--- src/rtl/veopixels_pkg.sv ---
// Shared types, default timing and helpers for the pixel-line decoder.
// Timing defaults assume a 50 MHz clk_sys and a 1220 ns bit cell (61 clk).
package veopixels_pkg;

   typedef enum logic [1:0] {
      IDLE = 2'd0,
      HIGH = 2'd1,
      LOW  = 2'd2
   } state_t;

   localparam int CLK_HZ               = 50_000_000;
   localparam int BIT_CLKS             = 61;
   localparam int DEF_LENGTH           = 4;
   localparam int DEF_T1_THRESH        = 30;
   localparam int DEF_MIN_HIGH         = 5;
   localparam int DEF_MAX_HIGH         = 55;
   localparam int DEF_RESET_CYCLES     = 2500;

   // Wire order is G,R,B; downstream logic wants R,G,B.
   function automatic logic [23:0] grb_to_rgb(input logic [23:0] grb);
      return {grb[15:8], grb[23:16], grb[7:0]};
   endfunction

endpackage

--- src/rtl/veopixels_di_sync.sv ---
// Two-flop synchronizer bringing the asynchronous pixel line into clk.
module veopixels_di_sync (
   input  logic clk,
   input  logic rst_n,
   input  logic din,
   output logic dout
);

   logic meta;

   // Shift the raw line through two flops.
   always_ff @(posedge clk or negedge rst_n) begin
      if (!rst_n) begin
         meta <= 1'b0;
         dout <= 1'b0;
      end else begin
         meta <= din;
         dout <= meta;
      end
   end

endmodule

--- src/rtl/veopixels_decoder.sv ---
// Serial pixel-line decoder: measures high pulse widths, assembles 24-bit
// GRB words, strobes {R,G,B} pixels and detects the latch gap.
// Optional macro VEOPIXELS_FORWARD_EN forwards pixels beyond LENGTH on DO.
//
// state | meaning
// IDLE  | line quiet after latch gap or reset, waiting for first rise
// HIGH  | line high, measuring the pulse width
// LOW   | line low between bits, watching for the latch gap
module veopixels_decoder
   import veopixels_pkg::*;
#(
   parameter int LENGTH       = DEF_LENGTH,
   parameter int T1_THRESH    = DEF_T1_THRESH,
   parameter int MIN_HIGH     = DEF_MIN_HIGH,
   parameter int MAX_HIGH     = DEF_MAX_HIGH,
   parameter int RESET_CYCLES = DEF_RESET_CYCLES,
   localparam int IW          = (LENGTH > 1) ? $clog2(LENGTH) : 1
) (
   input  logic          clk,
   input  logic          rst_n,
   input  logic          DI,
   output logic [23:0]   pixel_rgb,
   output logic [IW-1:0] pixel_index,
   output logic          pixel_valid,
   output logic          frame_done,
   output logic          error,
   output logic          overflow,
   output logic          DO
);

   localparam int HW = $clog2(MAX_HIGH + 2);
   localparam int LW = $clog2(RESET_CYCLES + 1);
   localparam int PW = $clog2(LENGTH + 1);
   localparam logic [HW-1:0] H_SAT = HW'(MAX_HIGH + 1);

   logic          di_s;
   state_t        state, state_nxt;
   logic          rise, fall, latch;
   logic [HW-1:0] hcnt;
   logic [LW-1:0] lcnt;
   logic [22:0]   sr;
   logic [4:0]    bcnt;
   logic [PW-1:0] pcnt;
   logic          glitch, too_long, bit_val, good_bit, complete;
   logic [23:0]   word;

   veopixels_di_sync u_sync (
      .clk  (clk),
      .rst_n(rst_n),
      .din  (DI),
      .dout (di_s)
   );

   // State register.
   always_ff @(posedge clk or negedge rst_n) begin
      if (!rst_n) state <= IDLE;
      else        state <= state_nxt;
   end

   // Next state plus rise/fall/latch events derived from the line.
   always_comb begin
      state_nxt = state;
      rise      = 1'b0;
      fall      = 1'b0;
      latch     = 1'b0;
      case (state)
         IDLE: if (di_s) begin
            state_nxt = HIGH;
            rise      = 1'b1;
         end
         HIGH: if (!di_s) begin
            state_nxt = LOW;
            fall      = 1'b1;
         end
         LOW: begin
            if (di_s) begin
               state_nxt = HIGH;
               rise      = 1'b1;
            end else if (lcnt >= LW'(RESET_CYCLES - 1)) begin
               state_nxt = IDLE;
               latch     = 1'b1;
            end
         end
         default: state_nxt = IDLE;
      endcase
   end

   // Pulse classification on the falling edge.
   always_comb begin
      glitch   = (hcnt < HW'(MIN_HIGH));
      too_long = (hcnt > HW'(MAX_HIGH));
      bit_val  = (hcnt >= HW'(T1_THRESH));
      good_bit = fall && !glitch && !too_long;
      word     = {sr, bit_val};
      complete = good_bit && (bcnt == 5'd23);
   end

   // Saturating high/low width counters; the fall cycle is the first low cycle.
   always_ff @(posedge clk or negedge rst_n) begin
      if (!rst_n) begin
         hcnt <= '0;
         lcnt <= '0;
      end else begin
         if (rise)
            hcnt <= HW'(1);
         else if (state == HIGH && di_s && hcnt != H_SAT)
            hcnt <= hcnt + HW'(1);
         if (fall)
            lcnt <= LW'(1);
         else if (state == LOW && !di_s && lcnt != LW'(RESET_CYCLES))
            lcnt <= lcnt + LW'(1);
      end
   end

   // Bit assembly, pixel strobes, frame latch and error reporting.
   always_ff @(posedge clk or negedge rst_n) begin
      if (!rst_n) begin
         sr          <= '0;
         bcnt        <= '0;
         pcnt        <= '0;
         pixel_rgb   <= '0;
         pixel_index <= '0;
         pixel_valid <= 1'b0;
         frame_done  <= 1'b0;
         error       <= 1'b0;
         overflow    <= 1'b0;
      end else begin
         pixel_valid <= 1'b0;
         frame_done  <= 1'b0;
         error       <= 1'b0;
         if (fall && too_long) begin
            error <= 1'b1;
            bcnt  <= '0;
         end else if (complete) begin
            bcnt <= '0;
            if (pcnt < PW'(LENGTH)) begin
               pixel_valid <= 1'b1;
               pixel_rgb   <= grb_to_rgb(word);
               pixel_index <= pcnt[IW-1:0];
               pcnt        <= pcnt + PW'(1);
            end else begin
               overflow <= 1'b1;
            end
         end else if (good_bit) begin
            sr   <= {sr[21:0], bit_val};
            bcnt <= bcnt + 5'd1;
         end else if (latch) begin
            frame_done <= 1'b1;
            error      <= (bcnt != 5'd0);
            pcnt       <= '0;
            bcnt       <= '0;
            overflow   <= 1'b0;
         end
      end
   end

`ifdef VEOPIXELS_FORWARD_EN
   logic fwd_en;

   // Forward gate opens/closes only while the line is low.
   always_ff @(posedge clk or negedge rst_n) begin
      if (!rst_n)
         fwd_en <= 1'b0;
      else if (latch)
         fwd_en <= 1'b0;
      else if (!di_s && pcnt >= PW'(LENGTH))
         fwd_en <= 1'b1;
   end

   assign DO = fwd_en & di_s;
`else
   assign DO = 1'b0;
`endif

endmodule
--- config.mk ---
export PLATFORM = sky130hd
export DESIGN_NAME = veopixels_decoder
export DESIGN_NICKNAME = d
export VERILOG_FILES = /design/src/rtl/veopixels_pkg.sv /design/src/rtl/veopixels_di_sync.sv /design/src/rtl/veopixels_decoder.sv
export SDC_FILE = /design/constraint.sdc
export NUM_CORES = 1
export LEC_CHECK = 0
export CORE_ASPECT_RATIO = 1.2
export CORE_MARGIN = 2
export CORE_UTILIZATION = 60
export DETAILED_ROUTE_END_ITERATION = 12
export PLACE_DENSITY = 0.83
export REMOVE_ABC_BUFFERS = 1
export SLEW_MARGIN = 20
export SYNTH_ARGS = -nofsm -noshare
export SYNTH_HDL_FRONTEND = slang
export SYNTH_SLANG_ARGS = --single-unit
--- constraint.sdc ---
create_clock -name clk -period 3.3 [get_ports clk]
set_input_delay 0.495 -clock clk [delete_from_list [all_inputs] [get_ports clk]]
set_output_delay 0.495 -clock clk [all_outputs]
set_load 0.02 [all_outputs]
Word-level counts from Yosys, hierarchy flattened
Index checks and enable logic that the tools add are counted.
{ "word_totals": {"ff_bits": 83, "input_bits": 3, "output_inout_bits": 31, "elab_cells": 98} }
{ "classes": {"n_addsub": 4, "magnitude_cmp": 5, "n_eq_ne": 11, "muxes": 39, "bitwise_logic": 2, "reduce_logical": 23} }
{ "op_table": {"columns": ["cell", "count"], "rows": [
  ["12-bit 2-to-1 mux", 2],
  ["1-bit 2-to-1 mux", 22],
  ["5-bit 2-to-1 mux", 4],
  ["12-bit by 1-bit adder with 12-bit output (second input constant)", 1],
  ["12-bit >= comparator (second input constant)", 1],
  ["3-bit 2-to-1 mux", 4],
  ["6-bit 2-to-1 mux", 2],
  ["12-bit inequality test (second input constant)", 1],
  ["3-bit AND reduction", 3],
  ["1-bit logical AND", 8],
  ["2-bit 2-to-1 mux", 4],
  ["4-bit AND reduction", 2],
  ["6-bit by 1-bit adder with 6-bit output (second input constant)", 1],
  ["6-bit by 5-bit >= comparator with 1-bit output (second input constant)", 1],
  ["6-bit > comparator (second input constant)", 1],
  ["6-bit by 3-bit less-than comparator with 1-bit output (second input constant)", 1],
  ["2-bit by 1-bit inequality test with 1-bit output (second input constant)", 3],
  ["6-bit inequality test (second input constant)", 1],
  ["2-bit case mux with 3 select lines", 1],
  ["2-bit nonzero test", 3],
  ["5-bit by 1-bit adder with 5-bit output (second input constant)", 1],
  ["5-bit equality test (second input constant)", 1],
  ["5-bit nonzero test", 1],
  ["2-bit inequality test (second input constant)", 2],
  ["10 further kinds", 13]
]} }

Depth between registers and ports, before layout
Gate-level depths: netlist (run 1).
{ "depth": {"depth_word": 8, "mapped_depth": 9, "depth_no_buf": 6} }

Hierarchy
Synthesis (run 1) repeated with hierarchy kept, for this count alone.
{ "unflattened": {"cells_unflattened": 297, "hier_area_um2": 3827.4} }
{ "modules_own_cells": {"columns": ["mod", "instances", "cells_each", "area_per_inst_um2", "seq_area_each_um2"], "rows": [
  ["veopixels_decoder", 1, 295, 3777.4, 2026.9],
  ["veopixels_di_sync", 1, 2, 50.0, 50.0]
]} }

Least setup slack after synthesis (run 1)
Ideal clock, no wire load.
{ "synth_timing": {"path_kind": "reg2reg", "startpoint": "register state[1]", "endpoint": "register sr[10]", "setup_ns": 0.125, "arrival_time_ns": 1.902, "required_ns": 3.175, "slack_ns": 1.273, "stages_incl_launch_ff": 10, "path_buffers": 5, "synth_period_minus_slack_ns": 2.027, "path_cell_list": "dfrtp_1 -> buf_6 -> or3b_1 -> buf_2 -> a21oi_4 -> buf_6 -> and2_4 -> buf_8 -> buf_12 -> mux2_4"} }
{ "synth_between": {"elab_chain_len": 7, "elab_cells_between_ends": 9, "cone_classes": "1 x eq/ne; 1 x mux; 2 x bitwise; 5 x reduce/logical"} }
{ "synth_rtl": {"columns": ["item", "line", "text"], "rows": [
  ["from (decl)", "veopixels_decoder.sv:37", "state_t state, state_nxt;"],
  ["from (signal assigned)", "veopixels_decoder.sv:57", "else state <= state_nxt;"],
  ["2-bit by 1-bit equality test with 1-bit output *", "veopixels_decoder.sv:66", "case (state)"],
  ["1-bit 2-to-1 mux *", "veopixels_decoder.sv:66", null],
  ["1-bit logical AND (2 in a row)", "veopixels_decoder.sv:93", "good_bit = fall && !glitch && !too_long;"],
  ["1-bit logical AND", "veopixels_decoder.sv:95", "complete = good_bit && (bcnt == 5'd23);"],
  ["1-bit inverter (no source line)", null, null],
  ["3-bit AND reduction (no source line) *", null, null],
  ["to (signal assigned)", "veopixels_decoder.sv:145", "sr <= {sr[21:0], bit_val};"],
  ["to (decl)", "veopixels_decoder.sv:41", "logic [22:0] sr;"]
]} }
Every way passes the cells marked *; elsewhere a longest branch is shown, timed or not.
A chain may end at the register's enable or synchronous reset.

Worst setup path after layout (run 1)
{ "layout_timing": {"startpoint": "register u_sync.dout", "endpoint": "register pixel_rgb[7]"} }
{ "layout_between": {"elab_chain_len": 6, "elab_cells_between_ends": 8, "cone_classes": "2 x mux; 1 x bitwise; 5 x reduce/logical"} }
{ "layout_rtl": {"columns": ["item", "line", "text"], "rows": [
  ["from (decl)", "veopixels_di_sync.sv:6", "output logic dout"],
  ["from (signal assigned)", "veopixels_di_sync.sv:18", "dout <= meta;"],
  ["1-bit 2-to-1 mux *", "veopixels_decoder.sv:71", "HIGH: if (!di_s) begin"],
  ["1-bit 2-to-1 mux *", "veopixels_decoder.sv:66", null],
  ["1-bit logical AND (2 in a row)", "veopixels_decoder.sv:93", null],
  ["1-bit logical AND", "veopixels_decoder.sv:95", null],
  ["3-bit AND reduction (no source line) *", null, null],
  ["to (signal assigned)", "veopixels_decoder.sv:138", "pixel_rgb <= grb_to_rgb(word);"],
  ["to (decl)", "veopixels_decoder.sv:22", "output logic [23:0] pixel_rgb,"]
]} }
Marked as above.

==> impl_metrics.json, run 1 <==
{
  "antenna_found_initial": 0,
  "drc": 0,
  "critPathRequiredTime_ps": 3540,
  "postCtsSetupBuffers": 0,
  "holdCritPathClass": "primary input to async pin",
  "syn_avg_cell_area_um2": 12.9,
  "ir_drop_v": 0.000393,
  "dieArea_um2": 7040,
  "max_cap_viol_count": 0,
  "viasPerCell": 5.75,
  "ys.flop_type": "dfrtp_1",
  "clk_path_buf_depth": 2,
  "drive_gt1_share_pct": 22.6,
  "setup_viol": 0,
  "dr.pass1.iters": 4,
  "crit_fanout": 29,
  "setup_tns_ps": 0,
  "die_w_um": 76.9,
  "drtAntennaViolNets": 0,
  "area_growth_pct": 13.8,
  "overflow": 0,
  "synth_cells": 297,
  "period_share_pct": 71.9,
  "synthMuxAreaShare_pct": 17.7,
  "max_freq_ghz": 0.422,
  "worst_ep_arrival_time_ps": 2610,
  "synth_top_area_share_pct": 54.3,
  "grt_pass1_wl_um": 11600,
  "cts_hold_buf": 0,
  "synth_top_family_by_area": "multiplexers",
  "num_vias": 2379,
  "routabilityCongestion": 0.839,
  "synth.most_common_cell": "dfrtp_1",
  "rows": 31,
  "cts_buffers": 9,
  "critPathLaunchType": "register",
  "synth_edf_count": 0,
  "start_util_pct": 62.9,
  "cts_tree": "done",
  "fill_cells": 418,
  "synth.yosys.seq_area_share_pct": 54.3,
  "ios": 34,
  "io_buffers": 32,
  "clk_pin_slew_ps": 90,
  "fp.coreArea_um2": 6090,
  "synth-compound-area-share_pct": 6.90,
  "die_y_um": 91.5,
  "hold-worst-slack_ps": 168,
  "layout.nets": 339,
  "cts.repair.resized": 0,
  "crit_type": "register to register",
  "synth_area_um2": 3830,
  "drt_iter0_drc": 127,
  "fin_skew_ps": 11.2,
  "p_per_area_nw_per_um2": 469,
  "end_kind": "register",
  "fin_crit_ps": 2370,
  "synthTopCellsByArea": "dfrtp_1, mux2_2, mux2_4, ha_1, nor2_1",
  "async_flop_share_pct": 100,
  "slew_viol_final": 0,
  "post_drt_wl_per_cell_um": 16.3,
  "cts.sinks": 83,
  "hpwl_um": 4330,
  "ys_ff_latch": 83,
  "finalHoldViolCount": 0,
  "yosys_warnings": 0,
  "diodes": 0,
  "track_usage_pct": 21.1,
  "worst_pin_slew_ps": 775,
  "p_leak_nw": 2.01,
  "wirelength_um": 6730,
  "rsz0062_at_grt": "false",
  "cts_max_level": 3,
  "synthTopCellsByCount": "dfrtp_1, mux2_2, mux2_4, nor2_1, inv_1",
  "synth.distinct_cells": 50,
  "clock_latency_ps": 350,
  "yosys.area_share.adder_pct": 2.94,
  "synth-simple-area-share_pct": 12.0,
  "root_buffer": "clkbuf_8",
  "grt_max_degree": 84,
  "synth-xor-area-share_pct": 1.37,
  "grt_pass1_vias": 2402,
  "status": "finished, final reports clean",
  "synth_top_area_cell": "dfrtp_1",
  "slew_headroom_pct": 48.0
}
==> state kept, by name, indices dropped and copies added (netlist names), 2 cells and up <==
name,flops
bcnt,5
sr,23
pixel_rgb,24
pixel_index,2
hcnt,6
state,2
lcnt,12
pcnt,3
==> layer usage <==
layer,track usage [%],vias up,routed length [um],share of wire [%]
met3,5.57,9,244,3.6
met2,35.6,55,3500,52
met1,26.0,1199,2900,43
met4,7.88,0,87,1.3
li1,-,1116,-,-
met5,0,-,0,0
==> where the power goes <==
part | internal (W) | leakage (nW) | switching [W]
logic | 0.0000627 | 0.760 | 0.0000870
registers | 0.00104 | 1.14 | 0.0000367
clock network | 0.000432 | 0.111 | 0.000381
==> path summary, 6_finish.rpt <==
path | startpoint | end | slack, ps | depth (start not counted)
worst min-delay path | rst_n | pixel_rgb[10]$_DFFE_PN0P_ | 170 | 1
worst max-delay path | u_sync.dout$_DFF_PN0_ | pixel_rgb[7]$_DFFE_PN0P_ | 930 | 5
worst max register to register | u_sync.dout$_DFF_PN0_ | pixel_rgb[7]$_DFFE_PN0P_ | 930 | 5
min in group clk | u_sync.meta$_DFF_PN0_ | u_sync.dout$_DFF_PN0_ | 350 | 0
max in group asynchronous | rst_n | lcnt[7]$_DFFE_PN0P_ | 2640 | 1
worst min register to register | u_sync.meta$_DFF_PN0_ | u_sync.dout$_DFF_PN0_ | 350 | 0
==> stage by stage <==
| stage | setup slack (ps) | power, W | cell area [um2] | util, % | std cells |
|---|---|---|---|---|---|
| after floorplan | 866 | 0.00119 | 3690 | - | 282 |
| after global placement | 1060 | 0.00124 | 4130 | 67.8 | 398 |
| after detailed placement | 977 | 0.00125 | 4130 | 67.8 | 398 |
| after CTS | 938 | 0.00206 | 4350 | 71.5 | 414 |
| after global routing | 813 | 0.00215 | 4360 | 71.5 | 414 |
| final | 928 | 0.00204 | 4360 | 71.5 | 414 |
==> cells in the final DEF (no fill, tap or decap), drive strengths merged, types with 3 or more instances in the layout <==
| cell | synthesis | routed |
|---|---|---|
| a21oi | 7 | 7 |
| nor2b | 5 | 5 |
| buf | 11 | 3 |
| mux2i | 4 | 4 |
| a211oi | 4 | 4 |
| xnor2 | 5 | 5 |
| nor2 | 15 | 15 |
| nand4 | 4 | 4 |
| dfrtp | 83 | 83 |
| inv | 12 | 13 |
| ha | 9 | 9 |
| nand2 | 8 | 8 |
| o211ai | 3 | 3 |
| mux2 | 51 | 51 |
| a31oi | 3 | 3 |
| o21ai | 7 | 7 |
| and2 | 5 | 5 |
| clkbuf | 4 | 9 |
| nor3 | 9 | 9 |
| nand3 | 8 | 8 |
| nor3b | 4 | 4 |
| clkdlybuf4s50 | 0 | 31 |
| and3 | 3 | 3 |
| clkinv | 0 | 3 |
| nor4b | 4 | 4 |
==> final cells by class <==
cell class	count	area [um2]	share of cell area (%)
sequential	83	2080	47.7
clock inverter	7	101	2.33
multi-input combinational	187	1570	36.0
timing repair buffer	34	337	7.73
inverter	12	45.0	1.03
clock buffer	9	124	2.84
tap	82	103	2.36
==> critical path, cell delays in order (launching register included) <==
cell	delay, ps
dfrtp_1	470
or3b_1	530
a21oi_4	310
and2_1	170
buf_4	350
mux2_2	390
==> logic make-up (layout without fill, tap and decap cells) <==
kind of cell / count (synthesis) / in the layout
and+or+nand+nor: 79 / 79
muxes: 55 / 55
DFF: 83 / 83
adders and majority gates: 9 / 9
other: 1 / 1
xor gates and xnor gates: 6 / 6
AOI/OAI and AO/OA: 37 / 37
buffers and inverters: 27 / 62
(Power assumes the default switching activity.)
==> run 2: changes to the inputs <==
CORE_UTILIZATION = 57   (was 60)
PLACE_DENSITY = 0.79   (was 0.83)
clock period = 2.4 ns   (was 3.3 ns; I/O delays follow)
==> impl_metrics.json, run 2 (synthesis results as in run 1) <==
{
  "grt_max_degree": 51,
  "worst_slack_ps": 251,
  "status": "finished, final reports clean",
  "r2r.worst_path.cells": 4,
  "crit_buf_inv": 0,
  "viasPerCell": 5.62,
  "cts_tree": "done",
  "cts_hold_buf": 1,
  "root_buffer": "clkbuf_8",
  "diodes": 0,
  "regToRegStartpoint": "u_sync.dout$_DFF_PN0_",
  "min_from": "u_sync.meta$_DFF_PN0_",
  "start_util_pct": 59.4,
  "num_vias": 2370,
  "regMostFlops": "pixel_rgb",
  "rows": 32,
  "dieArea_um2": 7390,
  "p_leak_nw": 2.04,
  "period_share_pct": 89.5,
  "routabilityCongestion": 0.824,
  "critPathRequiredTime_ps": 2640,
  "wirelength_um": 6480,
  "cp_cell_sequence": "or3b_1 > a21oi_4 > and2_4 > mux2_2",
  "fin_crit_ps": 2150,
  "final_common_cell": "dfrtp_1",
  "cts_max_level": 3,
  "fin_util_pct": 68.5,
  "drc": 0,
  "multi_input_area_um2": 1570,
  "fin_skew_ps": 8.16,
  "postCtsSetupBuffers": 0,
  "layout.nets": 344,
  "crit_type": "register to register",
  "r2r_slack_ps": 250,
  "holdCritPathClass": "register to register",
  "reg2reg_to": "sr[0]$_DFFE_PN0P_",
  "crit_family": "simple AND/OR/NAND/NOR gates",
  "mostFrequentLayoutCells": "dfrtp_1, mux2_2, clkdlybuf4s50_1, mux2_4, nor2_1",
  "slew_viol_final": 0,
  "fill_cells": 466,
  "io_buffers": 32,
  "cp_slowest_cell": "or3b_1",
  "worst_pin_slew_ps": 556,
  "ios": 34,
  "setup_tns_ps": 0,
  "clk_pin_slew_ps": 80,
  "setup_viol": 0,
  "die_y_um": 93.8,
  "hold_depth": 0,
  "cts.repair.resized": 0,
  "end_kind": "register",
  "finalHoldViolCount": 0,
  "clk_path_buf_depth": 2,
  "holdPathEnd": "u_sync.dout$_DFF_PN0_",
  "rsz0062_at_grt": "false",
  "top_regs": "pixel_rgb (24), sr (23), lcnt (12)",
  "hold-worst-slack_ps": 358,
  "slew_headroom_pct": 62.7,
  "drtAntennaViolNets": 0,
  "p_per_area_nw_per_um2": 634,
  "track_usage_pct": 19.4,
  "slowest_delay_ps": 520,
  "clock_latency_ps": 350,
  "worst_ep_arrival_time_ps": 2390,
  "critPathLaunchType": "register",
  "overflow": 0,
  "post-place-ws_ps": 258,
  "max_cap_viol_count": 0,
  "drt_iter0_drc": 85,
  "largest_reg_flops": 24,
  "regArea_um2": 2080,
  "max_freq_ghz": 0.465,
  "drive_gt1_share_pct": 23.4,
  "grt_pass1_wl_um": 11000,
  "crit_fanout": 24,
  "area_growth_pct": 15.4,
  "post_drt_wl_per_cell_um": 15.3,
  "fp.coreArea_um2": 6450,
  "ir_drop_v": 0.000365,
  "antenna_found_initial": 0,
  "dr.pass1.iters": 4,
  "hpwl_um": 4490,
  "die_w_um": 78.8,
  "cts_buffers": 9,
  "grt_pass1_vias": 2327,
  "instances_no_fill": 422,
  "cts.sinks": 83,
  "placedCellCount": 405
}
==> run 2: area by class of cell <==
| cell class | count | share of cell area, % |
|---|---|---|
| Tap cell | 85 | 2.41 |
| Clock inverter | 7 | 2.24 |
| Timing Repair Buffer | 39 | 9.01 |
| Multi-Input combinational cell | 187 | 35.5 |
| Clock buffer | 9 | 2.80 |
| Sequential cell | 83 | 47.0 |
| Inverter | 12 | 1.02 |
==> run 2: per-layer routing <==
layer	up-vias	wire, um	global-route usage (%)
met4	0	161	9.80
met3	14	217	2.88
met5	-	0	0
met1	1183	2850	23.9
li1	1129	-	-
met2	44	3240	33.0
==> run 2: how the worst max path moves through the flow <==
stage | cells past startpoint | to | startpoint
after CTS | 4 | sr[1]$_DFFE_PN0P_ | state[1]$_DFFE_PN0P_
after global routing | 4 | sr[3]$_DFFE_PN0P_ | state[0]$_DFFE_PN0P_
after floorplan | 4 | pcnt[1]$_DFFE_PN0P_ | state[1]$_DFFE_PN0P_
after global placement | 4 | sr[0]$_DFFE_PN0P_ | state[1]$_DFFE_PN0P_
after detailed placement | 4 | sr[1]$_DFFE_PN0P_ | state[1]$_DFFE_PN0P_
final | 4 | sr[0]$_DFFE_PN0P_ | u_sync.dout$_DFF_PN0_
==> run 2: through the flow <==
| step | power [W] | area [um2] |
|---|---|---|
| final | 0.00280 | 4420 |
| after floorplan | 0.00164 | 3690 |
| after CTS | 0.00284 | 4420 |
| after global placement | 0.00171 | 4190 |
| after detailed placement | 0.00172 | 4190 |
| after global routing | 0.00292 | 4420 |
==> run 2: worst register-to-register path: stages, from the launching register on <==
cell     delay (ps)
dfrtp_1         480
or3b_1          520
a21oi_4         220
and2_4          440
mux2_2          390
==> run 2: power breakdown <==
group          leakage, nW  internal [W]  switching [W]
clock network        0.110      0.000593       0.000512
logic                0.791     0.0000919       0.000120
registers             1.14       0.00143      0.0000489
total                 2.04       0.00212       0.000681
